<file path="config.mk">
export PLATFORM = sky130hd
export DESIGN_NAME = spi_master_tx
export DESIGN_NICKNAME = d
export VERILOG_FILES = /design/src/rtl/spi_master_tx.sv
export SDC_FILE = /design/constraint.sdc
export NUM_CORES = 1
export LEC_CHECK = 0
export CAP_MARGIN = 20
export CORE_AREA = 2 2 60 62
export CTS_CLUSTER_DIAMETER = 120
export DETAILED_ROUTE_END_ITERATION = 10
export DIE_AREA = 0 0 62 64
export PLACE_DENSITY = 0.85
export SETUP_SLACK_MARGIN = 0.05
export SYNTH_ARGS = -nofsm -noshare
export SYNTH_HDL_FRONTEND = slang
export SYNTH_SLANG_ARGS = --single-unit
</file>
<file path="constraint.sdc">
create_clock -name clk -period 3.6 [get_ports clk]
set_clock_uncertainty 0.2 [all_clocks]
set_input_delay 1.08 -clock clk [delete_from_list [all_inputs] [get_ports clk]]
set_output_delay 1.08 -clock clk [all_outputs]
set_load 0.02 [all_outputs]
</file>
<file path="src/rtl/spi_master_tx.sv">
// SPI mode-0 master transmitter: shifts DATA_W-bit words out MSB first
// on SCK/MOSI/CS with a start/busy/done handshake toward the producer.
module spi_master_tx #(
    parameter int CLK_DIV = 50,
    parameter int DATA_W  = 16
) (
    input  logic              clk,
    input  logic              rst,
    input  logic [DATA_W-1:0] tx_data,
    input  logic              tx_start,
    output logic              tx_busy,
    output logic              tx_done,
    output logic              spi_clk,
    output logic              spi_mosi,
    output logic              spi_cs
);

    localparam int DIV_W = $clog2(CLK_DIV);
    localparam int BIT_W = $clog2(DATA_W + 1);

    localparam logic [DIV_W-1:0] DIV_LAST = DIV_W'(CLK_DIV - 1);
    localparam logic [BIT_W-1:0] BIT_LAST = BIT_W'(DATA_W);

    typedef enum logic [2:0] {
        IDLE,
        SETUP,
        SHIFT,
        HOLD,
        GAP
    } state_e;

    state_e            state_q, state_d;
    logic [DIV_W-1:0]  div_q, div_d;
    logic [BIT_W-1:0]  bit_q, bit_d;
    logic [DATA_W-1:0] shreg_q, shreg_d;
    logic              sck_q, sck_d;
    logic              mosi_q, mosi_d;
    logic              cs_q, cs_d;
    logic              busy_q, busy_d;
    logic              done_q, done_d;
    logic              tail_q, tail_d;
    logic              half_end;

    assign half_end = (div_q == DIV_LAST);

    // Next-state and next-output logic for the frame sequencer
    always_comb begin
        state_d = state_q;
        div_d   = '0;
        bit_d   = bit_q;
        shreg_d = shreg_q;
        sck_d   = sck_q;
        mosi_d  = mosi_q;
        cs_d    = cs_q;
        busy_d  = busy_q;
        done_d  = 1'b0;
        tail_d  = tail_q;

        if (state_q != IDLE) begin
            div_d = half_end ? '0 : div_q + DIV_W'(1);
        end

        case (state_q)
            IDLE: begin
                if (tx_start) begin
                    state_d = SETUP;
                    shreg_d = tx_data;
                    mosi_d  = tx_data[DATA_W-1];
                    cs_d    = 1'b0;
                    busy_d  = 1'b1;
                    bit_d   = '0;
                    tail_d  = 1'b0;
                end
            end
            SETUP: begin
                if (half_end) begin
                    sck_d   = 1'b1;
                    bit_d   = BIT_W'(1);
                    state_d = SHIFT;
                end
            end
            SHIFT: begin
                if (half_end) begin
                    if (sck_q) begin
                        sck_d = 1'b0;
                        if (bit_q == BIT_LAST) begin
                            // last bit stays on MOSI until CS rises
                            state_d = HOLD;
                        end else begin
                            shreg_d = {shreg_q[DATA_W-2:0], 1'b0};
                            mosi_d  = shreg_q[DATA_W-2];
                        end
                    end else begin
                        sck_d = 1'b1;
                        bit_d = bit_q + BIT_W'(1);
                    end
                end
            end
            HOLD: begin
                // CS trails the final SCK fall by a full bit cell
                if (half_end) begin
                    if (!tail_q) begin
                        tail_d = 1'b1;
                    end else begin
                        cs_d    = 1'b1;
                        mosi_d  = 1'b0;
                        done_d  = 1'b1;
                        state_d = GAP;
                    end
                end
            end
            GAP: begin
                if (half_end) begin
                    busy_d  = 1'b0;
                    state_d = IDLE;
                end
            end
            default: begin
                state_d = IDLE;
            end
        endcase
    end

    // State and registered outputs, synchronous active-high reset
    always_ff @(posedge clk) begin
        if (rst) begin
            state_q <= IDLE;
            div_q   <= '0;
            bit_q   <= '0;
            shreg_q <= '0;
            sck_q   <= 1'b0;
            mosi_q  <= 1'b0;
            cs_q    <= 1'b1;
            busy_q  <= 1'b0;
            done_q  <= 1'b0;
            tail_q  <= 1'b0;
        end else begin
            state_q <= state_d;
            div_q   <= div_d;
            bit_q   <= bit_d;
            shreg_q <= shreg_d;
            sck_q   <= sck_d;
            mosi_q  <= mosi_d;
            cs_q    <= cs_d;
            busy_q  <= busy_d;
            done_q  <= done_d;
            tail_q  <= tail_d;
        end
    end

    assign tx_busy  = busy_q;
    assign tx_done  = done_q;
    assign spi_clk  = sck_q;
    assign spi_mosi = mosi_q;
    assign spi_cs   = cs_q;

endmodule

</file>
==> results.md, run 1 <==
| Step | Metric | Value |
|---|---|---|
| run status | Status | finished clean |
| timing | Ratio of final minimum period to clock period | 76.94% |
| synth | Post-synthesis cell type count | 50 |
| critical path | CP arrival | 2.83 ns |
| global routing | Via count of the first global-routing pass | 1464 |
| die | Die outline width | 62 microns |
| timing | PnR worst setup slack | 0.8300 ns |
| critical path | Delay of the slowest cell on the worst path | 0.52 ns |
| timing | Fmax | 361.0 MHz |
| timing | Actual transition at the worst max-transition pin | 0.5529 ns |
| synth | Post-Synthesis Cells | 203 |
| route | Starting DRC count in detailed routing | 123 |
| synth | Count of flip-flops with a built-in enable after synthesis | 0 |
| global routing | Layer carrying the most global-route usage | met1 |
| timing | Number of hold violations in the final report | 0 |
| global routing | Met3 track utilization from global routing | 6.680% |
| power | Total power | 0.7591 mW |
| critical path | Crit. Startpoint | tx_start |
| placed design | Port Buffer Count | 23 |
| global routing | Antenna violations before repair | 0 |
| critical path | Slowest cell on the critical path | sky130_fd_sc_hd__clkdlybuf4s50_1 |
| critical path | Cells traversed along the worst timing path | clkdlybuf4s50_1 -> nor2b_1 -> and2_1 -> buf_4 -> a211oi_1 -> a211oi_1 |
| critical path | Startpoint of the most critical register-to-register path | state_q[1] |
| route | Vias per cell | 6.052 |
| die | Placeable core area | 3284 sq um |
| die | Initial core utilization | 56.72% |
| route | Via total after detailed routing | 1622 |
| global routing | Global-route usage over all layers | 22.79% |
| placed design | Routability Congestion | 0.8638 |
| cells and area | Layout Nets | 244 |
| die | Chip Height | 64 microns |
| clock network | Number of buffers on the longest clock path | 2 |
| clock network | Worst-Skew Late Latency | 0.35 ns |
| die | Die Area | 3968 sq um |
| power | Total power density per cell area | 355.0 nW/um^2 |
| synth | Synthesized area per cell | 9.178 sq um |
| placed design | Worst slack at placement | 0.4587 ns |
| critical path | Cell type with the highest occurrence count on the critical path | sky130_fd_sc_hd__a211oi_1 |
| clock network | Post-cts hold buffer count | 0 |
| cells and area | Fraction of final layout cells sized beyond drive strength 1 | 8.108% |
| placed design | Area of placed instances | 2085 sq um |
| clock network | Number of setup buffers added after CTS | 0 |
| cells and area | Core Util, Final | 65.10% |
| timing | Relative slew margins | 62.75% |
| route | Final antenna-violating net count | 0 |
| synth | Synthesized netlist net count | 226 |
| clock network | H-tree levels | 2 |
| timing | Sum Neg Setup Slack | 0 ns |
| placed design | Detailed placement HPWL | 2.748 mm |
| job | Max-cap check violation count | 0 |
| cells and area | Area used by multi-input combinational logic | 1028 sq um |
| cells and area | Most frequent standard cell in the layout excluding fill and tap cells | sky130_fd_sc_hd__dfxtp_1 |
| cells and area | Area Growth Syn to Fin | 14.77% |
| die | Number of top-level design ports | 24 |
| synth | Main synth FF type | sky130_fd_sc_hd__dfxtp_1 |
| power | Worst vdd rail ir drop | 0.2373 mV |
| critical path | Classification of the worst setup path | in -> reg |
| route | Routed wirelength normalized by instance count | 14.95 microns |
| timing | Number of slew-limit violations in the final report | 0 |
| synth | Number of warnings reported in the yosys synthesis log | 0 |
| timing | Unrepaired setup endpoints after global routing | false |
| cells and area | Number of filler instances in the final layout | 285 |
| power | Leakage power figure | 0.7041 nW |
| synth | Fraction of registers with async set or reset after synthesis | 0% |
| clock network | Clock transition at the registers of the reported paths | 0.11 ns |
| critical path | Category of the worst setup path capture point | flop |
| global routing | Total gr overflow | 0 |
| cells and area | Sequential cell area in the final layout | 700.7 sq um |
| clock network | Number of gates given a new drive strength after cts | 0 |
| route | DRC errors left | 0 |
| route | Total wirelength of the detailed-routed design | 4.006 mm |
| global routing | Largest net degree at the start of global routing | 21 |
| critical path | Peak fanout along the critical path | 11 |
| hold path | Start point of the worst min-delay path | shreg_q[0] |
| critical path | Reg-to-reg slack, setup | 1.42 ns |
| cells and area | Total inserted antenna cells | 0 |
| timing | Number of endpoints failing setup at the final stage | 0 |
| die | # rows | 21 |
| clock network | CTS Buf Count | 5 |
| critical path | Element type at the critical path start | primary input |
| clock network | CTS tree | built |
| critical path | Crit path required time | 3.66 ns |
| synth | Proportion of synthesized chip area in sequential cells | 37.61% |
| hold path | Worst Hold Class | reg -> reg |
| global routing | Met2 track demand over resource | 31.90% |
| global routing | Wire length of the first global-routing pass | 6.893 mm |
| synth | Netlist area before placement | 1863 sq um |
| cells and area | Most frequent cells in the layout | sky130_fd_sc_hd__dfxtp_1 (35), sky130_fd_sc_hd__a211oi_1 (31), sky130_fd_sc_hd__clkdlybuf4s50_1 (23) |
| clock network | Number of clock sinks | 35 |
| synth | Post-synthesis register bit count | 35 |
| cells and area | Design area | 2138 sq um |
| clock network | Root Buffer Master | sky130_fd_sc_hd__clkbuf_4 |
| timing | Post-route minimum period | 2.770 ns |
| route | TritonRoute pass-1 iters | 4 |
| global routing | GRT met1 Usage | 33.17% |
-- cell type report --
type	count	area share, %
inverter	10	1.755
clock buffer	6	1.931
clock inverter	2	0.5851
sequential	35	32.77
tap	46	2.692
timing repair buffer	27	12.17
multi-input combinational	142	48.10
-- final timing paths --
kind	to	cells past startpoint
max	shreg_q[7]	6
min	shreg_q[0]	2
max reg2reg	shreg_q[7]	4
min reg2reg	shreg_q[0]	2
-- state kept, by name (all words and copies together) (netlist names) --
name / count
bit_q: 5
div_q: 6
shreg_q: 15
spi_clk: 1
spi_cs: 1
spi_mosi: 1
state_q: 3
tail_q: 1
tx_busy: 1
tx_done: 1
-- synth_stat cells (2+ instances only) --
library cell                instances  area, sq um
sky130_fd_sc_hd__xnor2_1            2        17.52
sky130_fd_sc_hd__inv_1              9        33.78
sky130_fd_sc_hd__buf_6              2        22.52
sky130_fd_sc_hd__nand2_1            8        30.03
sky130_fd_sc_hd__a32o_1             2        20.02
sky130_fd_sc_hd__nand3_1           10        50.05
sky130_fd_sc_hd__mux2i_1           15        150.1
sky130_fd_sc_hd__nand4_1            2        12.51
sky130_fd_sc_hd__o211ai_1           3        22.52
sky130_fd_sc_hd__a2111oi_1          2        20.02
sky130_fd_sc_hd__a21o_1             2        15.01
sky130_fd_sc_hd__nor3_1             5        25.02
sky130_fd_sc_hd__a211oi_1          31        232.7
sky130_fd_sc_hd__ha_1               4        50.05
sky130_fd_sc_hd__xor2_1             3        26.28
sky130_fd_sc_hd__clkbuf_1           4        15.01
sky130_fd_sc_hd__a21oi_1           10        50.05
sky130_fd_sc_hd__nor2_1            12        45.04
sky130_fd_sc_hd__buf_4              3        22.52
sky130_fd_sc_hd__nor2b_1            2        12.51
sky130_fd_sc_hd__o21ai_0            5        25.02
sky130_fd_sc_hd__buf_2              5        25.02
sky130_fd_sc_hd__dfxtp_1           35        700.7
-- worst max-delay path, delay by kind of cell --
kind            cells  cell delay [ns]
simple gates        2             0.72
compound gates      2             0.29
buf+inv             2             0.74
-- through the flow --
step | cells | hold slack, ns
2_1_floorplan | 203 | 0.2334
3_3_place_gp | 260 | 0.2444
3_5_place_dp | 260 | 0.2571
4_1_cts | 268 | 0.2789
5_1_grt | 268 | 0.2971
6_report | 268 | 0.2763
-- metal layers --
layer | wire [microns] | vias up
met1 | 1883 | 753
met2 | 1819 | 57
met4 | 55 | 0
met3 | 248 | 5
met5 | 0 | -
li1 | - | 807
-- kinds of logic (layout without fill, tap and decap cells) --
family                   count (synthesis)  in the layout  share of synthesized area [%]
AO/OA/AOI/OAI                           67             67                          26.66
AND/OR/NAND/NOR                         50             50                          14.84
flip-flops                              35             35                          37.61
buffers and inverters                   26             45                          7.185
multiplexers                            16             16                          8.663
XOR/XNOR                                 5              5                          2.351
adder cells (fa/ha/maj)                  4              4                          2.686
-- power breakdown --
part	internal (mW)	switching, mW	leakage [nW]	total, mW
logic	0.0589	0.0586	0.389	0.118
clock network	0.0753	0.139	0.0282	0.214
registers	0.409	0.0182	0.287	0.427
total	0.543	0.216	0.704	0.759
Power figures use the tool's default switching activity.
==> run 2: changes to the inputs <==
--- a/config.mk
+++ b/config.mk
@@ -6,11 +6,11 @@
 export NUM_CORES = 1
 export LEC_CHECK = 0
 export CAP_MARGIN = 20
-export CORE_AREA = 2 2 60 62
+export CORE_AREA = 2 2 62 64
 export CTS_CLUSTER_DIAMETER = 120
 export DETAILED_ROUTE_END_ITERATION = 10
-export DIE_AREA = 0 0 62 64
-export PLACE_DENSITY = 0.85
+export DIE_AREA = 0 0 64 66
+export PLACE_DENSITY = 0.81
 export SETUP_SLACK_MARGIN = 0.05
 export SYNTH_ARGS = -nofsm -noshare
 export SYNTH_HDL_FRONTEND = slang
==> constraint.sdc (replaced) <==
create_clock -name clk -period 2.8 [get_ports clk]
set_clock_uncertainty 0.2 [all_clocks]
set_input_delay 0.84 -clock clk [delete_from_list [all_inputs] [get_ports clk]]
set_output_delay 0.84 -clock clk [all_outputs]
set_load 0.02 [all_outputs]
==> run 2 against run 1 <==
Sequential power rose by 28%. Cell area rose by 2.2%. First-iteration DRC count fell by 20%. Global-route usage fell by 2.3 points. Core utilization fell by 3.5 points. Power rose by 30%. Worst setup slack got worse by 0.54 ns. Hold slack got worse by 0.0068 ns. Routed wire length rose by 0.60%. Sequential share of layout area fell by 0.71 points. Clock-buffer cell count did not move.
==> results.md, run 2 (synthesis results as in run 1) <==
| Step | Metric | Value | Change |
|---|---|---|---|
| run status | Status | finished clean |  |
| timing | Relative slew margins | 63.21% | +0.46 points |
| placed design | Worst slack at placement | 0.08291 ns | -0.3758 ns |
| timing | Sum Neg Setup Slack | 0 ns | unchanged |
| hold path | Worst Hold Path EP | shreg_q[0] |  |
| cells and area | Reg with most FFs | shreg_q |  |
| power | Total power | 0.9874 mW | +30% |
| clock network | H-tree levels | 2 | unchanged |
| timing | Ratio of final minimum period to clock period | 89.63% |  |
| route | Vias per cell | 6.000 | -0.86% |
| critical path | Category of the worst setup path capture point | output pin |  |
| global routing | Layer carrying the most global-route usage | met2 |  |
| clock network | Clock transition at the registers of the reported paths | 0.10 ns | about the same |
| critical path | Classification of the worst setup path | reg -> out |  |
| clock network | Number of buffers on the longest clock path | 2 | unchanged |
| route | DRC errors left | 0 | unchanged |
| global routing | Total gr overflow | 0 | unchanged |
| timing | PnR worst setup slack | 0.2905 ns | -0.5395 ns |
| clock network | Number of setup buffers added after CTS | 0 | unchanged |
| die | Placeable core area | 3551 sq um | +8.1% |
| global routing | Global-route usage over all layers | 20.47% | -2.3 points |
| placed design | Routability Congestion | 0.9283 | +7.5% |
| power | Worst vdd rail ir drop | 0.3294 mV | +39% |
| critical path | Peak fanout along the critical path | 7 | -4 |
| die | Initial core utilization | 52.47% | -4.3 points |
| global routing | GRT met1 Usage | 27.27% | -5.9 points |
| placed design | Detailed placement HPWL | 2.756 mm | +0.27% |
| timing | Hold Worst Slack | 0.2695 ns | -0.006788 ns |
| critical path | Startpoint of the most critical register-to-register path | bit_q[0] |  |
| critical path | CP arrival | 1.47 ns | -1.36 ns |
| cells and area | Max FFs per register | 15 | unchanged |
| clock network | Post-cts hold buffer count | 0 | unchanged |
| power | Total power density per cell area | 451.7 nW/um^2 | +27% |
| clock network | Worst-Skew Late Latency | 0.33 ns | -0.02 ns |
| route | Routed wirelength normalized by instance count | 14.76 microns | -1.2% |
| global routing | Met3 track utilization from global routing | 4.770% | -1.9 points |
| cells and area | Design area | 2186 sq um | +2.2% |
| critical path | Slowest cell on the critical path | sky130_fd_sc_hd__clkdlybuf4s50_1 |  |
| timing | Number of hold violations in the final report | 0 | unchanged |
| cells and area | Layout Nets | 248 | +1.6% |
| die | Die Area | 4224 sq um | +6.5% |
| cells and area | Area Growth Syn to Fin | 17.33% |  |
| timing | Fmax | 398.5 MHz |  |
| global routing | Met2 track demand over resource | 31.51% | -0.39 points |
| global routing | Antenna violations before repair | 0 | unchanged |
| hold path | Worst Hold Class | reg -> reg |  |
| critical path | Capture instance of the worst register-to-register path | shreg_q[0] |  |
| cells and area | Largest registers | shreg_q: 15 flops, div_q: 6 flops, bit_q: 5 flops |  |
| critical path | Critical path's top delay family | buffers and inverters |  |
| critical path | Number of cells on the worst reg-to-reg path | 6 | +2 |
| critical path | Crit path required time | 1.76 ns | -1.90 ns |
| cells and area | Total inserted antenna cells | 0 | unchanged |
| timing | Unrepaired setup endpoints after global routing | false |  |
| die | Die outline width | 64 microns | +3.2% |
| route | TritonRoute pass-1 iters | 4 | unchanged |
| global routing | Largest net degree at the start of global routing | 21 | unchanged |
| route | Total wirelength of the detailed-routed design | 4.030 mm | +0.60% |
| global routing | Wire length of the first global-routing pass | 6.844 mm | -0.71% |
| cells and area | Most frequent cells in the layout | sky130_fd_sc_hd__dfxtp_1 (35), sky130_fd_sc_hd__a211oi_1 (31), sky130_fd_sc_hd__clkdlybuf4s50_1 (23) |  |
| die | Chip Height | 66 microns | +3.1% |
| route | Via total after detailed routing | 1638 | +0.99% |
| timing | Post-route minimum period | 2.510 ns |  |
| hold path | Start point of the worst min-delay path | shreg_q[0] |  |
| job | Max-cap check violation count | 0 | unchanged |
| clock network | Number of gates given a new drive strength after cts | 0 | unchanged |
| route | Final antenna-violating net count | 0 | unchanged |
| power | Leakage power figure | 0.7339 nW | +4.2% |
| cells and area | Most frequent standard cell in the layout excluding fill and tap cells | sky130_fd_sc_hd__dfxtp_1 |  |
| placed design | Area of placed instances | 2130 sq um | +2.2% |
| global routing | Via count of the first global-routing pass | 1491 | +1.8% |
| placed design | Port Buffer Count | 23 | unchanged |
| timing | Actual transition at the worst max-transition pin | 0.5519 ns | -0.0009918 ns |
| die | # rows | 22 | +4.8% |
| timing | Number of endpoints failing setup at the final stage | 0 | unchanged |
| cells and area | Fraction of final layout cells sized beyond drive strength 1 | 9.778% | +1.7 points |
| route | Starting DRC count in detailed routing | 99 | -20% |
| critical path | Reg-to-reg slack, setup | 0.61 ns | -0.81 ns |
| clock network | CTS Buf Count | 5 | unchanged |
| timing | Number of slew-limit violations in the final report | 0 | unchanged |
| hold path | Cell depth of the worst hold path | 2 | unchanged |
| die | Number of top-level design ports | 24 | unchanged |
| clock network | Number of clock sinks | 35 | unchanged |
| critical path | Buf/Inv on CP | 1 | -1 |
| clock network | CTS tree | built |  |
| critical path | Element type at the critical path start | flop |  |
| critical path | Delay of the slowest cell on the worst path | 0.66 ns | +0.14 ns |
| critical path | Cells traversed along the worst timing path | clkdlybuf4s50_1 |  |
| clock network | Root Buffer Master | sky130_fd_sc_hd__clkbuf_4 |  |
## run 2: final cells by class
| type | count | area (sq um) |
|---|---|---|
| clock buffers | 6 | 51.30 |
| clock inverters | 1 | 5.005 |
| fillers | 309 | 1365 |
| inverters | 10 | 37.54 |
| multi-input cells | 142 | 1028 |
| flip-flops and latches | 35 | 700.7 |
| well taps | 48 | 60.06 |
| repair buffers | 31 | 302.8 |
## run 2: worst max path at each step
stage	startpoint	to	slack [ns]	cells after the start
2_1_floorplan	tx_start	spi_mosi	0.65	4
3_3_place_gp	tx_start	spi_mosi	0.13	5
3_5_place_dp	tx_start	spi_mosi	0.08	5
4_1_cts	spi_clk	spi_clk	0.30	1
5_1_grt	spi_clk	spi_clk	0.24	1
6_report	spi_clk	spi_clk	0.29	1
## run 2: routing by layer
metal  up-vias  part of all wire, %
met5         -                    0
met4         0                  1.5
met2        46                   45
met1       774                   48
li1        810                    -
met3         8                  5.5
## run 2: stage by stage
stage               cells  utilization [%]
floorplan             203                -
global route          273            61.56
finish                273            61.56
detailed placement    266            59.97
CTS                   273            61.56
global placement      266            59.97
## run 2: report_power, final
group	internal (mW)	switching, mW
Combinational	0.0818	0.0755
Clock	0.116	0.165
Sequential	0.526	0.0227
